===== config.mk =====
export PLATFORM = sky130hd
export DESIGN_NAME = sdram_port_arbiter
export DESIGN_NICKNAME = d
export VERILOG_FILES = /design/src/rtl/sdram_port_arbiter.sv
export SDC_FILE = /design/constraint.sdc
export NUM_CORES = 1
export LEC_CHECK = 0
export BUFFER_PORTS_ARGS = -buffer_cell sky130_fd_sc_hd__buf_2
export CELL_PAD_IN_SITES_DETAIL_PLACEMENT = 2
export CELL_PAD_IN_SITES_GLOBAL_PLACEMENT = 2
export CORE_MARGIN = 2
export CORE_UTILIZATION = 31
export CTS_CLUSTER_DIAMETER = 100
export CTS_CLUSTER_SIZE = 10
export DETAILED_ROUTE_END_ITERATION = 10
export PLACE_DENSITY = 0.95
export SLEW_MARGIN = 20
export SYNTH_ARGS = -nofsm -noshare
export SYNTH_HDL_FRONTEND = slang
export SYNTH_SLANG_ARGS = --single-unit
export TNS_END_PERCENT = 100

===== constraint.sdc =====
create_clock -name clk -period 10.55 [get_ports clk]
set_input_delay 2.11 -clock clk [delete_from_list [all_inputs] [get_ports clk]]
set_output_delay 2.11 -clock clk [all_outputs]
set_load 0.1 [all_outputs]

===== src/rtl/sdram_port_arbiter.sv =====
// Two-port round-robin front end for the SDRAM controller: issues one request at a time,
// routes returned read data back to the issuing port, and flags a controller that never acks.
module sdram_port_arbiter #(
    parameter int ADDR_WIDTH  = 23,
    parameter int DATA_WIDTH  = 32,
    parameter int RD_LATENCY  = 12,
    parameter int ACK_TIMEOUT = 4096
) (
    input  logic                  clk,
    input  logic                  reset,
    input  logic                  p0_req,
    input  logic                  p0_we,
    input  logic [ADDR_WIDTH-1:0] p0_addr,
    input  logic [DATA_WIDTH-1:0] p0_wdata,
    output logic                  p0_gnt,
    output logic                  p0_rvalid,
    input  logic                  p1_req,
    input  logic                  p1_we,
    input  logic [ADDR_WIDTH-1:0] p1_addr,
    input  logic [DATA_WIDTH-1:0] p1_wdata,
    output logic                  p1_gnt,
    output logic                  p1_rvalid,
    output logic [DATA_WIDTH-1:0] rdata,
    output logic                  ctl_req,
    output logic                  ctl_we,
    output logic [ADDR_WIDTH-1:0] ctl_addr,
    output logic [DATA_WIDTH-1:0] ctl_wdata,
    input  logic                  ctl_ack,
    input  logic [DATA_WIDTH-1:0] ctl_rd_data,
    output logic                  err
);

    localparam int CW   = $clog2(ACK_TIMEOUT + 1);
    localparam int LAST = RD_LATENCY - 1;
    localparam logic [CW-1:0] TMO_MAX = CW'(ACK_TIMEOUT);
    localparam logic [CW-1:0] TMO_ERR = CW'(ACK_TIMEOUT - 1);

    typedef enum logic {
        IDLE  = 1'b0,
        ISSUE = 1'b1
    } state_t;

    state_t                  state_q, state_d;
    logic                    owner_q, owner_d;
    logic                    last_owner_q, last_owner_d;
    logic                    ctl_req_q, ctl_req_d;
    logic                    ctl_we_q, ctl_we_d;
    logic [ADDR_WIDTH-1:0]   ctl_addr_q, ctl_addr_d;
    logic [DATA_WIDTH-1:0]   ctl_wdata_q, ctl_wdata_d;
    logic                    err_q, err_d;
    logic [CW-1:0]           tmo_cnt_q, tmo_cnt_d;
    logic [RD_LATENCY-1:0]   tag_valid_q, tag_valid_d;
    logic [RD_LATENCY-1:0]   tag_port_q, tag_port_d;
    logic [DATA_WIDTH-1:0]   rdata_q, rdata_d;
    logic                    rvalid0_q, rvalid0_d;
    logic                    rvalid1_q, rvalid1_d;

    logic ack_ok;
    logic any_req;
    logic winner;

    // An ack only counts while a request is outstanding; stray acks in IDLE are dropped.
    assign ack_ok  = ctl_ack && (state_q == ISSUE);
    assign any_req = p0_req | p1_req;
    assign winner  = (p0_req && p1_req) ? ~last_owner_q : p1_req;

    assign p0_gnt    = ack_ok & ~owner_q;
    assign p1_gnt    = ack_ok & owner_q;
    assign p0_rvalid = rvalid0_q;
    assign p1_rvalid = rvalid1_q;
    assign rdata     = rdata_q;
    assign ctl_req   = ctl_req_q;
    assign ctl_we    = ctl_we_q;
    assign ctl_addr  = ctl_addr_q;
    assign ctl_wdata = ctl_wdata_q;
    assign err       = err_q;

    always_comb begin
        state_d      = state_q;
        owner_d      = owner_q;
        last_owner_d = last_owner_q;
        ctl_req_d    = ctl_req_q;
        ctl_we_d     = ctl_we_q;
        ctl_addr_d   = ctl_addr_q;
        ctl_wdata_d  = ctl_wdata_q;
        err_d        = err_q;
        tmo_cnt_d    = tmo_cnt_q;
        case (state_q)
            IDLE: begin
                if (any_req) begin
                    owner_d     = winner;
                    ctl_we_d    = winner ? p1_we    : p0_we;
                    ctl_addr_d  = winner ? p1_addr  : p0_addr;
                    ctl_wdata_d = winner ? p1_wdata : p0_wdata;
                    ctl_req_d   = 1'b1;
                    tmo_cnt_d   = '0;
                    state_d     = ISSUE;
                end
            end
            ISSUE: begin
                // Counter saturates; the request keeps waiting even after err is raised.
                if (tmo_cnt_q != TMO_MAX) begin
                    tmo_cnt_d = tmo_cnt_q + 1'b1;
                end
                if (tmo_cnt_q == TMO_ERR) begin
                    err_d = 1'b1;
                end
                if (ctl_ack) begin
                    ctl_req_d    = 1'b0;
                    last_owner_d = owner_q;
                    state_d      = IDLE;
                end
            end
            default: state_d = IDLE;
        endcase
    end

    // Read-return tag pipe: {valid, port} travels alongside the controller's read latency.
    genvar gi;
    generate
        for (gi = 0; gi < RD_LATENCY; gi++) begin : g_tag
            if (gi == 0) begin : g_head
                assign tag_valid_d[gi] = ack_ok & ~ctl_we_q;
                assign tag_port_d[gi]  = owner_q;
            end else begin : g_shift
                assign tag_valid_d[gi] = tag_valid_q[gi-1];
                assign tag_port_d[gi]  = tag_port_q[gi-1];
            end
        end
    endgenerate

    always_comb begin
        rvalid0_d = tag_valid_q[LAST] & ~tag_port_q[LAST];
        rvalid1_d = tag_valid_q[LAST] & tag_port_q[LAST];
        rdata_d   = tag_valid_q[LAST] ? ctl_rd_data : rdata_q;
    end

    always_ff @(posedge clk or posedge reset) begin
        if (reset) begin
            state_q      <= IDLE;
            owner_q      <= 1'b0;
            last_owner_q <= 1'b1;
            ctl_req_q    <= 1'b0;
            ctl_we_q     <= 1'b0;
            ctl_addr_q   <= '0;
            ctl_wdata_q  <= '0;
            err_q        <= 1'b0;
            tmo_cnt_q    <= '0;
            tag_valid_q  <= '0;
            tag_port_q   <= '0;
            rdata_q      <= '0;
            rvalid0_q    <= 1'b0;
            rvalid1_q    <= 1'b0;
        end else begin
            state_q      <= state_d;
            owner_q      <= owner_d;
            last_owner_q <= last_owner_d;
            ctl_req_q    <= ctl_req_d;
            ctl_we_q     <= ctl_we_d;
            ctl_addr_q   <= ctl_addr_d;
            ctl_wdata_q  <= ctl_wdata_d;
            err_q        <= err_d;
            tmo_cnt_q    <= tmo_cnt_d;
            tag_valid_q  <= tag_valid_d;
            tag_port_q   <= tag_port_d;
            rdata_q      <= rdata_d;
            rvalid0_q    <= rvalid0_d;
            rvalid1_q    <= rvalid1_d;
        end
    end

endmodule

==> impl_metrics.csv, run 1 <==
group,metric,value,unit
clock_network,clockBufferDepth,2,
finish,final_util,43.0,%
clock_network,clk_pin_slew,0.06,ns
yosys,synth_top_family_by_area,"multiplexers",
timing,final.setup_skew,0.00518,ns
timing,hold_viol_final,0,
yosys,synth_edf_count,0,
floorplanning,fp.dieW,135,um
critical_path,rrSetupSlack,8.10,ns
timing,fin_crit_sh,47.0,%
drt,ant_nets,0,
drt,wl_per_cell,19.1,um
critical_path,crit_top_cell,"buf_2",
critical_path,start_kind,"primary input",
critical_path,end_kind,"output pin",
yosys,yosys_warnings,0,
min_path,hold_depth,0,
floorplanning,rows,48,
floorplanning,die_area,18400,sq um
yosys,synth_adder_area_share,0.467,%
min_path,worstHoldPathType,"reg -> reg",
flow_run,maxCapViolCount,0,
place,dpl_worst_slack,5.59,ns
clock_network,cts_resized,0,
clock_network,clk_latency,0.41,ns
outcome,outcome,"finished, final reports clean",
finish,drive_above_1_share,46.1,%
critical_path,critPathLaunch,"ctl_ack",
clock_network,cts_buffers,17,
finish,nNetsFinal,832,
yosys,syn_area,5360,sq um
timing,tns,0,ns
critical_path,reg2reg_depth,4,
yosys,synth-seq-area-share,61.7,%
drt,vias,4410,
critical_path,cp_max_fo,4,
clock_network,root_buffer,"clkbuf_16",
clock_network,post_cts_buffers,0,
timing,timing.final.max_slew_violations,0,
finish,diodes,0,
drt,viasPerCell,4.80,
critical_path,r2r_start,"last_owner_q$_DFFE_PP1N_",
yosys,synthSimpleGateAreaFrac,8.31,%
drt,first_pass_iters,4,
yosys,ys_types,41,
floorplanning,design.core.area,17100,sq um
finish,fillers,1812,
grt,track_usage,19.5,%
yosys,syn_area_per_cell,12.1,sq um
floorplanning,pin_count,243,
yosys,ys_ff_latch,132,
timing,postLayoutSetupSlackWorst,5.59,ns
critical_path,timing.rr.end,"ctl_addr[20]$_DFFE_PP0P_",
timing,slew_headroom,32.6,%
grt,grt_max_degree,121,
timing,setup_viol,0,
clock_network,cts_sinks,132,
critical_path,worstPathArrival,2.85,ns
place,gp_congestion,0.770,
clock_network,htreeDepth,4,
yosys,synth_compound_area_share,8.69,%
drt,drc,0,
grt,grt_pass1_wl,27.0,mm
yosys,synth_nets,592,
grt,antenna_found_initial,0,
timing,min_period,4.96,ns
min_path,min_from,"tag_valid_q[8]$_DFF_PP0_",
critical_path,slowest_delay,0.43,ns
drt,drt_iter0_drc,156,
place,place_hpwl,13.0,mm
drt,routed_wl,17.6,mm
yosys,synth_cells,441,
yosys,ys.flop_type,"dfrtp_1",
yosys,synth_xor_area_share,0.327,%
timing,fmax,202,MHz
critical_path,crit_slowest_cell,"buf_2",
critical_path,worstPathCellList,"buf_2, nand2_1, nor2_1, buf_2",
floorplanning,start_util,31.3,%
clock_network,cts_tree,"done",
place,io_buffer_count,242,
finish,area_growth,37.5,%
timing,tightest_slew,1.01,ns
clock_network,postCtsHoldBufs,0,
grt,grt_pass1_vias,4846,
min_path,worstHoldEndpoint,"tag_valid_q[9]$_DFF_PP0_",
yosys,async_reset_ff_share,100,%
critical_path,critPathRequiredTime,8.44,ns
floorplanning,die_y,135,um
yosys,synthMuxAreaShare,17.4,%
critical_path,critPathKind,"in -> out",
grt,overflow,0,
timing,rsz0062_at_grt,"no",
-- critical path, delay by kind of cell --
kind          cells  cell delay (ns)
buf+inv           2             0.52
simple gates      2             0.21
-- placed cells by master (no fill, tap or decap), types with 2 or more instances in the layout --
master | netlist | routed
a21o_1 | 2 | 2
a31o_2 | 2 | 2
buf_2 | 6 | 242
buf_4 | 4 | 3
bufinv_16 | 0 | 2
clkbuf_1 | 11 | 2
clkbuf_16 | 0 | 17
clkbuf_8 | 0 | 2
clkinv_2 | 0 | 2
clkinvlp_4 | 0 | 4
dfrtp_1 | 131 | 131
ha_1 | 2 | 2
inv_1 | 9 | 8
inv_6 | 0 | 3
mux2_2 | 32 | 32
mux2i_1 | 57 | 57
nand2_1 | 63 | 63
nand3_1 | 14 | 14
nand4_1 | 2 | 2
nor2_1 | 2 | 2
nor4_1 | 3 | 3
nor4b_1 | 2 | 2
o211ai_1 | 4 | 4
o21ai_0 | 64 | 64
o21ai_1 | 3 | 2
o31a_2 | 2 | 2
or4_1 | 4 | 4
-- metal layers --
layer	share of wire (%)	GRT usage, %	vias up
li1	-	-	2030
met1	38	21.0	2168
met2	51	34.8	188
met3	9.0	8.08	24
met4	1.8	6.71	0
met5	0	0	-
-- how the worst max path moves through the flow --
stage | endpoint | slack, ns | cells past startpoint
after floorplan | ctl_addr[0]$_DFFE_PP0P_ | 4.92 | 1
after global placement | p0_gnt | 5.61 | 4
after detailed placement | p0_gnt | 5.59 | 4
after CTS | p0_gnt | 5.59 | 4
after global routing | p0_gnt | 5.54 | 4
final | p0_gnt | 5.59 | 4
-- cells in the mapped netlist, drive strengths merged, types with 2 or more instances --
cell	number	area (sq um)
buf	14	90.1
or3	2	13.8
a21boi	2	15.0
o211ai	4	30.0
ha	2	25.0
nor4	3	18.8
nand2	63	236
nor2	2	7.51
mux2i	57	571
nand4	2	12.5
nand3	14	70.1
dfrtp	131	3280
a31o	2	17.5
a21o	2	15.0
or4	4	30.0
o21ai	67	335
mux2	32	360
o31a	2	20.0
inv	10	37.5
nor4b	2	17.5
clkbuf	11	41.3
-- flip-flops by register name, indices dropped and copies added, names as in the netlist, 12 cells and up --
signal       flops
tag_valid_q     12
ctl_addr        23
tag_port_q      12
rdata           32
ctl_wdata       32
tmo_cnt_q       13
-- area by class of cell --
type                            instances  area [sq um]  share of cell area, %
Multi-Input combinational cell        274          1910                   25.9
Tap cell                              225           282                   3.82
Clock buffer                           21           460                   6.25
Timing Repair Buffer                  246          1240                   16.9
Clock inverter                         11           126                   1.72
Sequential cell                       132          3300                   44.9
Inverter                               10          42.5                  0.577
-- metrics by stage --
stage / hold WS [ns] / std cells / cell area (sq um)
after floorplan: 0.331 / 441 / 5360
after global placement: 0.331 / 887 / 6780
after detailed placement: 0.336 / 887 / 6780
after CTS: 0.349 / 919 / 7360
after global routing: 0.358 / 919 / 7370
final: 0.345 / 919 / 7370
-- cells by family (layout without fill, tap and decap cells) --
| group | after synthesis | after routing |
|---|---|---|
| muxes | 89 | 89 |
| buffers and inverters | 35 | 288 |
| adders and majority gates | 2 | 2 |
| xor gates and xnor gates | 2 | 2 |
| and+or+nand+nor | 98 | 98 |
| DFF | 132 | 132 |
| AOI/OAI and AO/OA | 83 | 83 |
Power of run 1 is not shown: default switching activity piles up to over one toggle a cycle in this logic, so the estimate is an artifact.
==> run 2: changes to the inputs <==
CORE_UTILIZATION = 26   (was 31)
PLACE_DENSITY = 0.86   (was 0.95)
clock period = 4.5 ns   (was 10.55 ns; I/O delays follow)
==> run 2 against run 1 <==
Compared with the run above: critical path depth is 1 lower; first-iteration DRC count is 24% lower; worst setup slack worse by 3.8 ns.
==> impl_metrics.csv, run 2 (same netlist as run 1, synthesis figures left out) <==
group,metric,value,unit
floorplanning,die_y,148,um
grt,grt_pass1_wl,25.0,mm
floorplanning,pin_count,243,
floorplanning,die_area,21800,sq um
min_path,worstHoldEndpoint,"tag_port_q[11]$_DFF_PP0_",
floorplanning,fp.dieW,148,um
timing,min_period,2.74,ns
floorplanning,rows,52,
timing,timing.final.max_slew_violations,0,
finish,area_growth,39.0,%
grt,antenna_found_initial,0,
critical_path,critPathKind,"reg -> out",
finish,drive_above_1_share,46.7,%
clock_network,clk_latency,0.42,ns
timing,setup_viol,0,
grt,grt_pass1_vias,4736,
clock_network,cts_sinks,132,
timing,rsz0062_at_grt,"no",
drt,drt_iter0_drc,118,
finish,nNetsFinal,836,
flow_run,maxCapViolCount,0,
finish,diodes,0,
clock_network,postCtsHoldBufs,0,
grt,grt_max_degree,109,
critical_path,timing.rr.end,"tmo_cnt_q[11]$_DFFE_PP0P_",
grt,overflow,0,
floorplanning,design.core.area,20200,sq um
min_path,min_from,"tag_port_q[10]$_DFF_PP0_",
drt,viasPerCell,4.53,
critical_path,reg2reg_depth,4,
place,io_buffer_count,242,
clock_network,root_buffer,"clkbuf_16",
clock_network,post_cts_buffers,0,
timing,fin_crit_sh,60.9,%
clock_network,cts_buffers,17,
floorplanning,start_util,26.5,%
finish,final_common_cell,"buf_2",
finish,mostFrequentLayoutCells,"242 x buf_2, 131 x dfrtp_1, 64 x o21ai_0",
drt,routed_wl,15.9,mm
min_path,hold_depth,0,
clock_network,cts_resized,0,
critical_path,rrSetupSlack,2.43,ns
critical_path,r2r_start,"state_q$_DFF_PP0_",
outcome,outcome,"finished, final reports clean",
timing,final.setup_skew,0.0128,ns
drt,vias,4386,
clock_network,clk_pin_slew,0.06,ns
timing,tns,0,ns
drt,ant_nets,0,
place,place_hpwl,12.0,mm
grt,track_usage,14.7,%
critical_path,start_kind,"flop",
place,gp_congestion,0.702,
timing,fmax,365,MHz
critical_path,critPathRequiredTime,3.60,ns
drt,first_pass_iters,4,
clock_network,clockBufferDepth,2,
min_path,worstHoldPathType,"reg -> reg",
timing,hold_viol_final,0,
timing,tightest_slew,0.616,ns
finish,fillers,2203,
critical_path,end_kind,"output pin",
timing,slew_headroom,58.9,%
drt,wl_per_cell,16.5,um
clock_network,htreeDepth,4,
critical_path,worstPathArrival,1.84,ns
clock_network,cts_tree,"done",
critical_path,cp_max_fo,13,
drt,drc,0,
## run 2: changes by cell type in the layout (fill, tap and decap cells not counted), sizes merged
cell    delta
inv        +1
clkbuf     -3
bufinv     -1
clkinv     +3
buf        +4
## run 2: area by class of cell
class | instances | area [sq um] | share of cell area, %
Clock inverter | 14 | 128 | 1.71
Timing Repair Buffer | 250 | 1290 | 17.3
Sequential cell | 132 | 3300 | 44.4
Tap cell | 270 | 338 | 4.53
Inverter | 10 | 42.5 | 0.571
Clock buffer | 18 | 439 | 5.90
Multi-Input combinational cell | 274 | 1910 | 25.6
## run 2: how the worst max path moves through the flow
stage / end / startpoint / slack, ns
floorplan: ctl_addr[0]$_DFFE_PP0P_ / reset / 0.08
global placement: p0_gnt / ctl_ack / 1.96
detailed placement: p0_gnt / ctl_ack / 1.95
CTS: p0_gnt / state_q$_DFF_PP0_ / 1.74
global route: p0_gnt / state_q$_DFF_PP0_ / 1.63
finish: p0_gnt / state_q$_DFF_PP0_ / 1.76
## run 2: worst max-delay path, stage by stage, from the launching register on
cell and delay [ns]:
dfrtp_1 0.67, nand2_1 0.19, nor2_1 0.12, buf_2 0.43
## run 2: layer usage
metal / up-vias / track usage [%] / wire length [um]
li1: 2028 / - / -
met1: 2146 / 17.1 / 6380
met2: 192 / 25.1 / 8010
met3: 20 / 5.12 / 1220
met4: 0 / 5.72 / 340
met5: - / 0 / 0
## run 2: metrics by stage
step	worst slack, ns	hold slack [ns]	instances	util (%)	cell area, sq um
finish	1.76	0.345	968	36.8	7450
global route	1.63	0.350	968	36.8	7450
CTS	1.74	0.349	967	36.7	7420
detailed placement	1.95	0.336	935	33.9	6860
global placement	1.96	0.332	935	33.9	6860
floorplan	0.0756	0.331	441	-	5360
Power of run 2 is left out for the same reason.
==> run 3: changes to the inputs <==
CORE_UTILIZATION = 28   (was 26)
PLACE_DENSITY = 0.87   (was 0.86)
clock period = 2.8 ns   (was 4.5 ns; I/O delays follow)
==> run 3 against run 2 <==
Compared with the run above: final area decreased by 0.12%; worst setup slack got worse by 1.3 ns; flip-flop and latch count unchanged; sequential share of layout area increased by 0.052 points; critical path depth unchanged; global-route usage increased by 3.3 points; wire length increased by 14%.
==> impl_metrics.csv, run 3 (same netlist as run 1, synthesis figures left out) <==
group,metric,value,unit
outcome,outcome,"finished, final reports clean",
floorplanning,die_y,142,um
critical_path,worstPathArrival,1.83,ns
timing,min_period,2.39,ns
clock_network,cts_buffers,17,
critical_path,rrSetupSlack,0.83,ns
floorplanning,rows,50,
clock_network,clockBufferDepth,2,
floorplanning,pin_count,243,
finish,mostFrequentLayoutCells,"242 x buf_2, 131 x dfrtp_1, 64 x o21ai_0",
finish,diodes,0,
drt,ant_nets,0,
finish,nNetsFinal,834,
critical_path,cp_max_fo,13,
timing,timing.final.max_slew_violations,0,
min_path,worstHoldPathType,"in -> async",
critical_path,reg2reg_depth,4,
grt,grt_max_degree,133,
place,dpl_worst_slack,0.805,ns
timing,slew_headroom,50.7,%
timing,fmax,419,MHz
place,gp_congestion,0.789,
drt,routed_wl,18.1,mm
grt,track_usage,18.1,%
floorplanning,fp.dieW,142,um
drt,viasPerCell,4.78,
finish,final_common_cell,"buf_2",
floorplanning,die_area,20300,sq um
clock_network,root_buffer,"clkbuf_16",
grt,overflow,0,
drt,vias,4446,
place,io_buffer_count,242,
finish,fin_cells,930,
timing,tightest_slew,0.740,ns
critical_path,critPathKind,"reg -> out",
place,dp_cells,898,
drt,drt_iter0_drc,133,
place,placed_cell_area,6830,sq um
finish,drive_above_1_share,46.6,%
critical_path,end_kind,"output pin",
clock_network,htreeDepth,4,
timing,rsz0062_at_grt,"no",
critical_path,critPathRequiredTime,2.24,ns
clock_network,cts_sinks,132,
drt,first_pass_iters,4,
grt,antenna_found_initial,0,
critical_path,critPathLaunch,"state_q$_DFF_PP0_",
clock_network,cts_tree,"done",
critical_path,start_kind,"flop",
timing,setup_viol,0,
timing,tns,0,ns
timing,final.setup_skew,0.00830,ns
clock_network,post_cts_buffers,0,
timing,hold_viol_final,0,
flow_run,maxCapViolCount,0,
clock_network,clk_latency,0.42,ns
floorplanning,design.core.area,18800,sq um
place,place_hpwl,12.8,mm
critical_path,timing.rr.end,"tmo_cnt_q[11]$_DFFE_PP0P_",
clock_network,postCtsHoldBufs,0,
drt,drc,0,
critical_path,r2r_start,"state_q$_DFF_PP0_",
grt,grt_pass1_vias,4990,
grt,grt_pass1_wl,27.7,mm
finish,postLayoutCellArea,7440,sq um
clock_network,clk_pin_slew,0.07,ns
clock_network,cts_resized,0,
finish,area_growth,38.9,%
timing,postLayoutSetupSlackWorst,0.415,ns
timing,fin_crit_sh,85.2,%
floorplanning,start_util,28.5,%
drt,wl_per_cell,19.5,um
## run 3: worst max-delay path, cell delays in order, from the launching register on
cell and delay, ns:
dfrtp_1 0.64, nand2_1 0.21, nor2_1 0.13, buf_2 0.44
## run 3: layer usage
layer | up-vias | share of wire (%) | track usage [%]
li1 | 2031 | - | -
met1 | 2223 | 36 | 18.3
met2 | 164 | 56 | 34.7
met3 | 28 | 7.0 | 5.38
met4 | 0 | 1.9 | 6.72
met5 | - | 0 | 0
## run 3: final cells by class
class                           count  area (sq um)
Fill cell                        2007         11300
Multi-Input combinational cell    274          1910
Inverter                           10          41.3
Clock buffer                       18           439
Timing Repair Buffer              248          1280
Clock inverter                     14           175
Tap cell                          234           293
Sequential cell                   132          3300
## run 3: worst max-delay path by stage
stage,endpoint,slack [ns],depth (start not counted)
2_1_floorplan,p0_gnt,0.35,2
3_3_place_gp,p0_gnt,0.89,4
3_5_place_dp,tmo_cnt_q[11]$_DFFE_PP0P_,0.81,4
4_1_cts,p0_gnt,0.37,3
5_1_grt,p0_gnt,0.26,3
6_report,p0_gnt,0.41,3
## run 3: per-stage QoR
stage / hold WS, ns / utilization [%]
6_report: 0.339 / 39.6
5_1_grt: 0.362 / 39.6
4_1_cts: 0.357 / 39.6
3_5_place_dp: 0.337 / 36.4
3_3_place_gp: 0.335 / 36.4
2_1_floorplan: 0.331 / -
Power of run 3 is left out for the same reason.
